**config.mk**
```make
export PLATFORM = sky130hd
export DESIGN_NAME = traffic_light_monitor
export DESIGN_NICKNAME = d
export VERILOG_FILES = /design/src/rtl/traffic_pkg.sv /design/src/rtl/traffic_lamp_decode.sv /design/src/rtl/traffic_light_monitor.sv
export SDC_FILE = /design/constraint.sdc
export NUM_CORES = 1
export LEC_CHECK = 0
export ABC_AREA = 0
export CORE_UTILIZATION = 30
export DETAILED_ROUTE_END_ITERATION = 7
export GPL_ROUTABILITY_DRIVEN = 0
export RECOVER_POWER = 50
export SYNTH_ARGS = -nofsm -noshare
export SYNTH_HDL_FRONTEND = slang
export SYNTH_SLANG_ARGS = --single-unit
```
**constraint.sdc**
```tcl
create_clock -name clk -period 7.7 [get_ports clk]
set_input_delay 1.925 -clock clk [delete_from_list [all_inputs] [get_ports clk]]
set_output_delay 1.925 -clock clk [all_outputs]
set_load 0.01 [all_outputs]
```
**src/rtl/traffic_pkg.sv**
```systemverilog
// Shared traffic-light types: lamp phase encodings, monitor state,
// error codes, sticky-bit indices and small helper functions.
package traffic_pkg;

  typedef enum logic [1:0] {
    PH_NS_G = 2'b00,
    PH_NS_Y = 2'b01,
    PH_EW_G = 2'b10,
    PH_EW_Y = 2'b11
  } phase_t;

  typedef enum logic {
    ST_SYNC  = 1'b0,
    ST_TRACK = 1'b1
  } mon_state_t;

  typedef enum logic [2:0] {
    ERR_NONE    = 3'd0,
    ERR_ILLEGAL = 3'd1,
    ERR_ORDER   = 3'd2,
    ERR_SHORT   = 3'd3,
    ERR_LONG    = 3'd4
  } err_code_t;

  localparam int STK_ILLEGAL = 0;
  localparam int STK_ORDER   = 1;
  localparam int STK_SHORT   = 2;
  localparam int STK_LONG    = 3;

  // Rotation order NS_G -> NS_Y -> EW_G -> EW_Y -> NS_G
  // is just the encoding plus one, wrapping.
  function automatic phase_t next_phase(phase_t p);
    return phase_t'(p + 2'd1);
  endfunction

  function automatic logic [3:0] err_bits(err_code_t c);
    logic [3:0] b;
    b = '0;
    case (c)
      ERR_ILLEGAL: b[STK_ILLEGAL] = 1'b1;
      ERR_ORDER:   b[STK_ORDER]   = 1'b1;
      ERR_SHORT:   b[STK_SHORT]   = 1'b1;
      ERR_LONG:    b[STK_LONG]    = 1'b1;
      default:     b = '0;
    endcase
    return b;
  endfunction

endpackage

```
**src/rtl/traffic_lamp_decode.sv**
```systemverilog
// Combinational lamp decoder: maps the six observed lamps to one of the
// four legal phases.
// Ports: ns_g/ns_y/ns_r, ew_g/ew_y/ew_r in; legal, phase out.
module traffic_lamp_decode
  import traffic_pkg::*;
(
  input  logic   ns_g,
  input  logic   ns_y,
  input  logic   ns_r,
  input  logic   ew_g,
  input  logic   ew_y,
  input  logic   ew_r,
  output logic   legal,
  output phase_t phase
);

  logic [5:0] lamps;

  assign lamps = {ns_g, ns_y, ns_r, ew_g, ew_y, ew_r};

  // Whole-vector matches enforce exactly one lamp per road.
  always_comb begin
    legal = 1'b1;
    phase = PH_NS_G;
    unique case (1'b1)
      (lamps == 6'b100_001): phase = PH_NS_G;
      (lamps == 6'b010_001): phase = PH_NS_Y;
      (lamps == 6'b001_100): phase = PH_EW_G;
      (lamps == 6'b001_010): phase = PH_EW_Y;
      default:               legal = 1'b0;
    endcase
  end

endmodule

```
**src/rtl/traffic_light_monitor.sv**
```systemverilog
// Passive safety monitor for the NS/EW traffic-light controller lamps.
// Ports: clk, rst (async high), tick, six lamps, clr_err in;
//   phase, locked, err, err_code, err_sticky, err_count, rot_count out.
module traffic_light_monitor
  import traffic_pkg::*;
#(
  parameter int NS_G_TICKS = 5,
  parameter int NS_Y_TICKS = 2,
  parameter int EW_G_TICKS = 5,
  parameter int EW_Y_TICKS = 2,
  parameter int CW         = 16,
  parameter int ECW        = 8
) (
  input  logic           clk,
  input  logic           rst,
  input  logic           tick,
  input  logic           ns_g,
  input  logic           ns_y,
  input  logic           ns_r,
  input  logic           ew_g,
  input  logic           ew_y,
  input  logic           ew_r,
  input  logic           clr_err,
  output logic [1:0]     phase,
  output logic           locked,
  output logic           err,
  output logic [2:0]     err_code,
  output logic [3:0]     err_sticky,
  output logic [ECW-1:0] err_count,
  output logic [CW-1:0]  rot_count
);

  localparam int NMAX_A = (NS_G_TICKS > NS_Y_TICKS) ? NS_G_TICKS : NS_Y_TICKS;
  localparam int NMAX_B = (EW_G_TICKS > EW_Y_TICKS) ? EW_G_TICKS : EW_Y_TICKS;
  localparam int NMAX   = (NMAX_A > NMAX_B) ? NMAX_A : NMAX_B;
  // Counter must hold the saturation value N+1.
  localparam int TW     = $clog2(NMAX + 2);

  function automatic logic [TW-1:0] dur(phase_t p);
    logic [TW-1:0] n;
    unique case (p)
      PH_NS_G: n = TW'(NS_G_TICKS);
      PH_NS_Y: n = TW'(NS_Y_TICKS);
      PH_EW_G: n = TW'(EW_G_TICKS);
      default: n = TW'(EW_Y_TICKS);
    endcase
    return n;
  endfunction

  logic          dec_legal;
  phase_t        dec_phase;
  mon_state_t    state;
  phase_t        phase_q;
  logic [TW-1:0] tick_cnt;
  logic          partial;
  logic [TW-1:0] n_cur;
  err_code_t     det_code;
  logic          det;
  logic          is_succ;
  logic [3:0]    det_bits;

  traffic_lamp_decode u_dec (
    .ns_g  (ns_g),
    .ns_y  (ns_y),
    .ns_r  (ns_r),
    .ew_g  (ew_g),
    .ew_y  (ew_y),
    .ew_r  (ew_r),
    .legal (dec_legal),
    .phase (dec_phase)
  );

  assign phase = phase_q;

  // Error detection for this cycle; branches are mutually exclusive,
  // which gives ILLEGAL > ORDER > SHORT > LONG for free.
  always_comb begin
    n_cur    = dur(phase_q);
    is_succ  = (dec_phase == next_phase(phase_q));
    det_code = ERR_NONE;
    if (state == ST_TRACK) begin
      if (!dec_legal) begin
        det_code = ERR_ILLEGAL;
      end else if (dec_phase == phase_q) begin
        // tick_cnt saturates at N+1, so this hits once per phase.
        if (tick && !partial && tick_cnt == n_cur)
          det_code = ERR_LONG;
      end else if (is_succ) begin
        // Overlong phases were already flagged as LONG.
        if (!partial && tick_cnt < n_cur)
          det_code = ERR_SHORT;
      end else begin
        det_code = ERR_ORDER;
      end
    end
    det      = (det_code != ERR_NONE);
    det_bits = err_bits(det_code);
  end

  always_ff @(posedge clk or posedge rst) begin
    if (rst) begin
      state      <= ST_SYNC;
      phase_q    <= PH_NS_G;
      tick_cnt   <= '0;
      partial    <= 1'b0;
      locked     <= 1'b0;
      err        <= 1'b0;
      err_code   <= ERR_NONE;
      err_sticky <= '0;
      err_count  <= '0;
      rot_count  <= '0;
    end else begin
      err <= det;
      if (det)
        err_code <= det_code;
      // A same-cycle error survives the clear.
      if (clr_err) begin
        err_sticky <= det_bits;
        err_count  <= {{(ECW-1){1'b0}}, det};
      end else begin
        err_sticky <= err_sticky | det_bits;
        if (det && err_count != {ECW{1'b1}})
          err_count <= err_count + 1'b1;
      end

      unique case (state)
        ST_SYNC: begin
          // Lamps may be settling out of reset: ignore illegal here.
          if (dec_legal) begin
            state    <= ST_TRACK;
            locked   <= 1'b1;
            phase_q  <= dec_phase;
            tick_cnt <= '0;
            partial  <= 1'b1;
          end
        end
        ST_TRACK: begin
          if (!dec_legal) begin
            state  <= ST_SYNC;
            locked <= 1'b0;
          end else if (dec_phase == phase_q) begin
            if (tick && tick_cnt != n_cur + 1'b1)
              tick_cnt <= tick_cnt + 1'b1;
          end else begin
            // Successor or out-of-order jump: relock on the new phase.
            if (is_succ && phase_q == PH_EW_Y)
              rot_count <= rot_count + 1'b1;
            phase_q  <= dec_phase;
            tick_cnt <= {{(TW-1){1'b0}}, tick};
            partial  <= !is_succ;
          end
        end
        default: state <= ST_SYNC;
      endcase
    end
  end

endmodule

```
---- After elaboration in Yosys (flattened, before gate mapping) ----
Cells that the tools add are included.
storage, ports and cells
  flip-flop bits (word level) ............. 40
  bits of input ports ..................... 10
  output and inout bits ................... 35
  word-level logic and storage cells ...... 88
cells by class
  add/subtract/negate cells ............... 5
  order comparisons ....................... 1
  eq/ne operators ......................... 20
  multiplexer cells ....................... 32
  bitwise operators ....................... 3
  reduce and logical (&&, ||, !) cells .... 17
operators with widths
  kind                                           number
  two-way mux 3 bit                              10
  adder 16 x 1 -> 16 bit, second input constant  1
  two-way mux 8 bit                              2
  == test 6 x 4 -> 1 bit, second input constant  2
  two-way mux 1 bit                              10
  adder 8 x 1 -> 8 bit, second input constant    1
  two-way mux 2 bit                              4
  != test 2 bit, second input constant           4
  != test 8 bit, second input constant           1
  adder 3 x 1 -> 3 bit, second input constant    2
  == test 3 x 2 -> 1 bit, second input constant  2
  == test 6 x 5 -> 1 bit, second input constant  1
  == test 6 bit, second input constant           1
  logical AND 1 bit                              6
  case mux 2 bit (3 select lines)                1
  case mux 3 bit (2 select lines)                1
  AND reduction 3 bit                            2
  == test 2 bit                                  2
  == test 2 bit, second input constant           2
  two-way mux 4 bit                              1
  OR 4 bit                                       1
  case mux 1 bit (2 select lines)                2
  case mux 2 bit (2 select lines)                1
  AND reduction 4 bit                            1
  other kinds (15)                               17

---- Depth between registers and ports, before layout ----
  depth after elaboration ................. 14
  mapped depth ............................ 13
  gate-level depth less buffers ........... 12

---- Hierarchy ----
Synthesis repeated with hierarchy kept, for this count alone.
second synthesis, totals
  cell total of the unflattened synthesis .. 220
  area, all modules ....................... 2202.1 µm²
modules (own cells, without submodules)
  module                 times used  cells each  area each (µm²)  seq. area each (µm²)
  traffic_light_monitor  1           209         2123.3           1001.0
  traffic_lamp_decode    1           11          78.8             0.0

---- Worst setup path after synthesis ----
Ideal clock, no wire load.
  path type ............................... input to register
  start ................................... input port ew_r
  end ..................................... register tick_cnt[2]
  setup time .............................. 0.083 ns
  arrival time ............................ 3.790 ns
  data required time ...................... 7.617 ns
  path slack .............................. 3.827 ns
  cell stages on the path ................. 10
  cells stage by stage .................... or4b_4 -> o21ai_1 -> o21a_2 -> inv_1 -> ha_1 -> or2_2 -> buf_1 -> nor2_1 -> nand3_1 -> o21ai_0
between the ends
  elaborated cells on any way between the ends .. 15
  those cells by class .................... 8 x eq/ne; 5 x mux; 2 x reduce/logical
RTL lines
  element                                               line                          source
  from (decl)                                           traffic_light_monitor.sv:22   input logic ew_r,
  == test 6 x 4 -> 1 bit, or another cell as far along  traffic_lamp_decode.sv:29     (lamps == 6'b001_010): phase = PH_EW_Y;
  OR reduction 4 bit (no line) *                        -
  two-way mux 1 bit *                                   traffic_lamp_decode.sv:25     unique case (1'b1)
  via dec_legal                                         traffic_light_monitor.sv:50   logic dec_legal;
  != test 2 bit (no line)                               -
  AND reduction 3 bit (no line) *                       -
  to (signal assigned)                                  traffic_light_monitor.sv:143  tick_cnt <= tick_cnt + 1'b1;
  to (signal assigned)                                  traffic_light_monitor.sv:149  tick_cnt <= {{(TW-1){1'b0}}, tick};
  to (decl)                                             traffic_light_monitor.sv:54   logic [TW-1:0] tick_cnt;
The timed path passes the listed nets; every way through them passes the cells marked *. The select of a mux whose other input is x is not followed.
A chain may end at the register's enable or synchronous reset.

---- Worst setup path after layout ----
Same ends and word-level chain as after synthesis.

==> flow_summary.ini <==
[timing]
rsz0062_at_grt = no
relSlewSlack_pct = -43.93
post-route-period-util_pct = 55.69
drv_slew = 41
setup_slack_ns = 3.412
max_freq_mhz = 233.2
hold_viol = 0
fin_crit_ns = 4.288
finalSetupTns_ns = 0
fin_skew_ns = 0.008811
worst_pin_slew_ns = 2.159
setup_viol = 0

[synth]
muxShareOfSynthArea_pct = 1.545
synth_area_um2 = 2187
synth_seq_cells = 40
synthCells = 216
synth_top_family_by_area = simple AND/OR/NAND/NOR gates
synthTopCellsByArea = dfrtp_1 (46%), ha_1 (6.3%), xnor2_1 (5.2%)
synth_edf_count = 0
yosysTopAreaCell = dfrtp_1
synth-async-reset-ratio_pct = 100.0
synth-simple-area-share_pct = 20.02
yosysWarnings = 0
yosys.area.top_type_share_pct = 45.77
synth_cell_types = 48
seq_area_frac_synth_pct = 45.77
synth_nets = 237
synth_compound_area_share_pct = 13.62
synth_top_flop_cell = dfrtp_1
synthAdderAreaFrac_pct = 6.293
syn_area_per_cell_um2 = 10.13
synth_xor_area_share_pct = 7.952

[clock_tree]
clk_pin_slew_ns = 0.07
cts_resized = 0
cts_max_path_buffers = 2
cts_hold_buf = 0
cts_max_level = 2
cts_tree = done
clock-sinks = 40
cts_setup_buffers = 0
numCtsBuffers = 5
clk_root_buffer_cell = clkbuf_8
clkLatencyLatePin_ns = 0.29

[placement]
portBuffers = 44
hpwlAfterDp_mm = 3.355
dp_slack_ns = 3.207
placed_cell_area_um2 = 2714
post-place-cells = 351

[die]
die_width_um = 87.39
coreArea_um2 = 6907
die_area_um2 = 7636
dieHeight_um = 87.39
start_util_pct = 31.67
rows = 30
pin_count = 45

[global_routing]
grt-ovfl-total = 0
grt_util_met2_pct = 19.89
grt_pass1_wl_mm = 7.679
track_usage_pct = 12.99
grt_max_degree = 41
gr-usage-met3_pct = 3.981
antenna_found_initial = 0
use_met1_pct = 17.48
grt_pass1_vias = 1625
grt_busiest_layer = met2

[detailed_routing]
dr.pass1.iters = 4
dr_total_vias = 1695
via_per_inst = 4.735
routedWlPerCell_um = 12.65
drc_errors = 0
drt_iter0_markers = 72
routed_wl_mm = 4.528
antenna_left = 0

[final_layout]
fillers = 709
n_antenna_cell = 0
syn2layout_area_growth_pct = 27.29
final_nets = 283
drive_gt1_share_pct = 6.489
final_cell_area_um2 = 2784
fin_cells = 358

[setup_path]
cp_data_arrival_time_ns = 4.49
crit_type = in2reg
worstPathRequired_ns = 7.91
crit_fanout = 6
critPathLaunchType = input pin
reg2reg_slack_ns = 4.68
critical_path.endpoint_type = register

[pwr]
peakVddDrop_mv = 0.06404
cellPowerDensity_nw_per_um2 = 146.4
power.leakage_uw = 0.001198

[job]
cap_viol_max_count = 1

[hold_path]
min_path_type = reg2reg

[run_status]
violations = max-capacitance violations, max-slew violations
outcome = finished, violations left
-- area by class of cell --
cell class / instances / area [um^2] / share of cell area [%]
repair buffers: 45 / 444.2 / 15.96
clock buffers: 6 / 72.57 / 2.607
flip-flops and latches: 40 / 1001 / 35.96
multi-input cells: 153 / 1077 / 38.70
well taps: 96 / 120.1 / 4.315
clock inverters: 1 / 5.005 / 0.1798
inverters: 17 / 63.81 / 2.292
-- report_power, final --
part | switching (uW) | leakage [uW] | internal [uW]
registers | 5.45 | 0.000539 | 215
clock network | 70.7 | 0.0000410 | 61.7
logic | 30.4 | 0.000617 | 23.8
total | 107 | 0.00120 | 301
-- registers in the layout, indices dropped and copies added (netlist names), 2 cells and up --
register,count
rot_count,16
err_count,8
err_sticky,4
err_code,3
tick_cnt,3
phase,2
-- per-layer routing --
layer	wire (um)	vias up	share of wire, %
met3	215	6	4.7
met4	49	0	1.1
met1	2249	791	50
met2	2014	42	44
met5	0	-	0
li1	-	856	-
-- cell families (layout without fill, tap and decap cells) --
| logic type | count (synthesis) | in the layout |
|---|---|---|
| and+or+nand+nor | 75 | 75 |
| AOI/OAI and AO/OA | 46 | 46 |
| DFF | 40 | 40 |
| buffers and inverters | 23 | 69 |
| xor gates and xnor gates | 19 | 19 |
| adders and majority gates | 11 | 11 |
| muxes | 2 | 2 |
-- cells in the final DEF, fill, tap and decap left out, types with 3 or more instances in the layout --
master | synthesis | layout
nor3_1 | 3 | 3
or3_1 | 5 | 5
clkdlybuf4s50_1 | 0 | 27
ha_1 | 11 | 11
clkbuf_8 | 0 | 5
o21ai_1 | 4 | 4
inv_1 | 17 | 17
a32o_1 | 3 | 3
xnor2_1 | 13 | 13
nor2_1 | 11 | 11
nand3_1 | 13 | 13
xor2_1 | 5 | 5
a21oi_1 | 11 | 11
o21ai_0 | 14 | 14
nand2_1 | 17 | 17
nand4_1 | 6 | 6
dfrtp_1 | 40 | 40
dlygate4sd3_1 | 0 | 17
-- cell usage after synthesis, types with 3 or more instances --
| library cell | number |
|---|---|
| buf_4 | 3 |
| xnor2_1 | 13 |
| nand3_1 | 13 |
| or3_1 | 5 |
| xor2_1 | 5 |
| inv_1 | 17 |
| a32o_1 | 3 |
| dfrtp_1 | 40 |
| nand4_1 | 6 |
| o21ai_1 | 4 |
| o21ai_0 | 14 |
| a21oi_1 | 11 |
| ha_1 | 11 |
| nor2_1 | 11 |
| nor3_1 | 3 |
| nand2_1 | 17 |
-- critical path, stage by stage --
cell and delay (ns):
clkdlybuf4s50_1 0.48, or4b_1 0.67, o21ai_1 0.18, o21a_2 0.19, inv_1 0.11, ha_1 0.21, or2_2 0.35, nor2_1 0.14
nand3_1 0.08, o21ai_0 0.16
-- through the flow --
step	util, %	hold slack (ns)	power [uW]
global placement	39.29	0.4569	280.8
CTS	40.42	0.4714	415.1
global route	40.31	0.4864	430.9
floorplan	-	0.4570	259.8
detailed placement	39.29	0.4571	281.3
finish	40.31	0.4574	407.5
-- worst paths after layout --
check | start | endpoint | cells after the start
max | ew_r | tick_cnt[2] | 10
min | rot_count[15] | rot_count[15] | 1
max reg2reg | phase[0] | err_count[5] | 11
min reg2reg | rot_count[15] | rot_count[15] | 1
max in group asynchronous | rst | rot_count[4] | 3
min in group asynchronous | rst | err | 3
No activity file was read; power rests on OpenSTA's default activity.
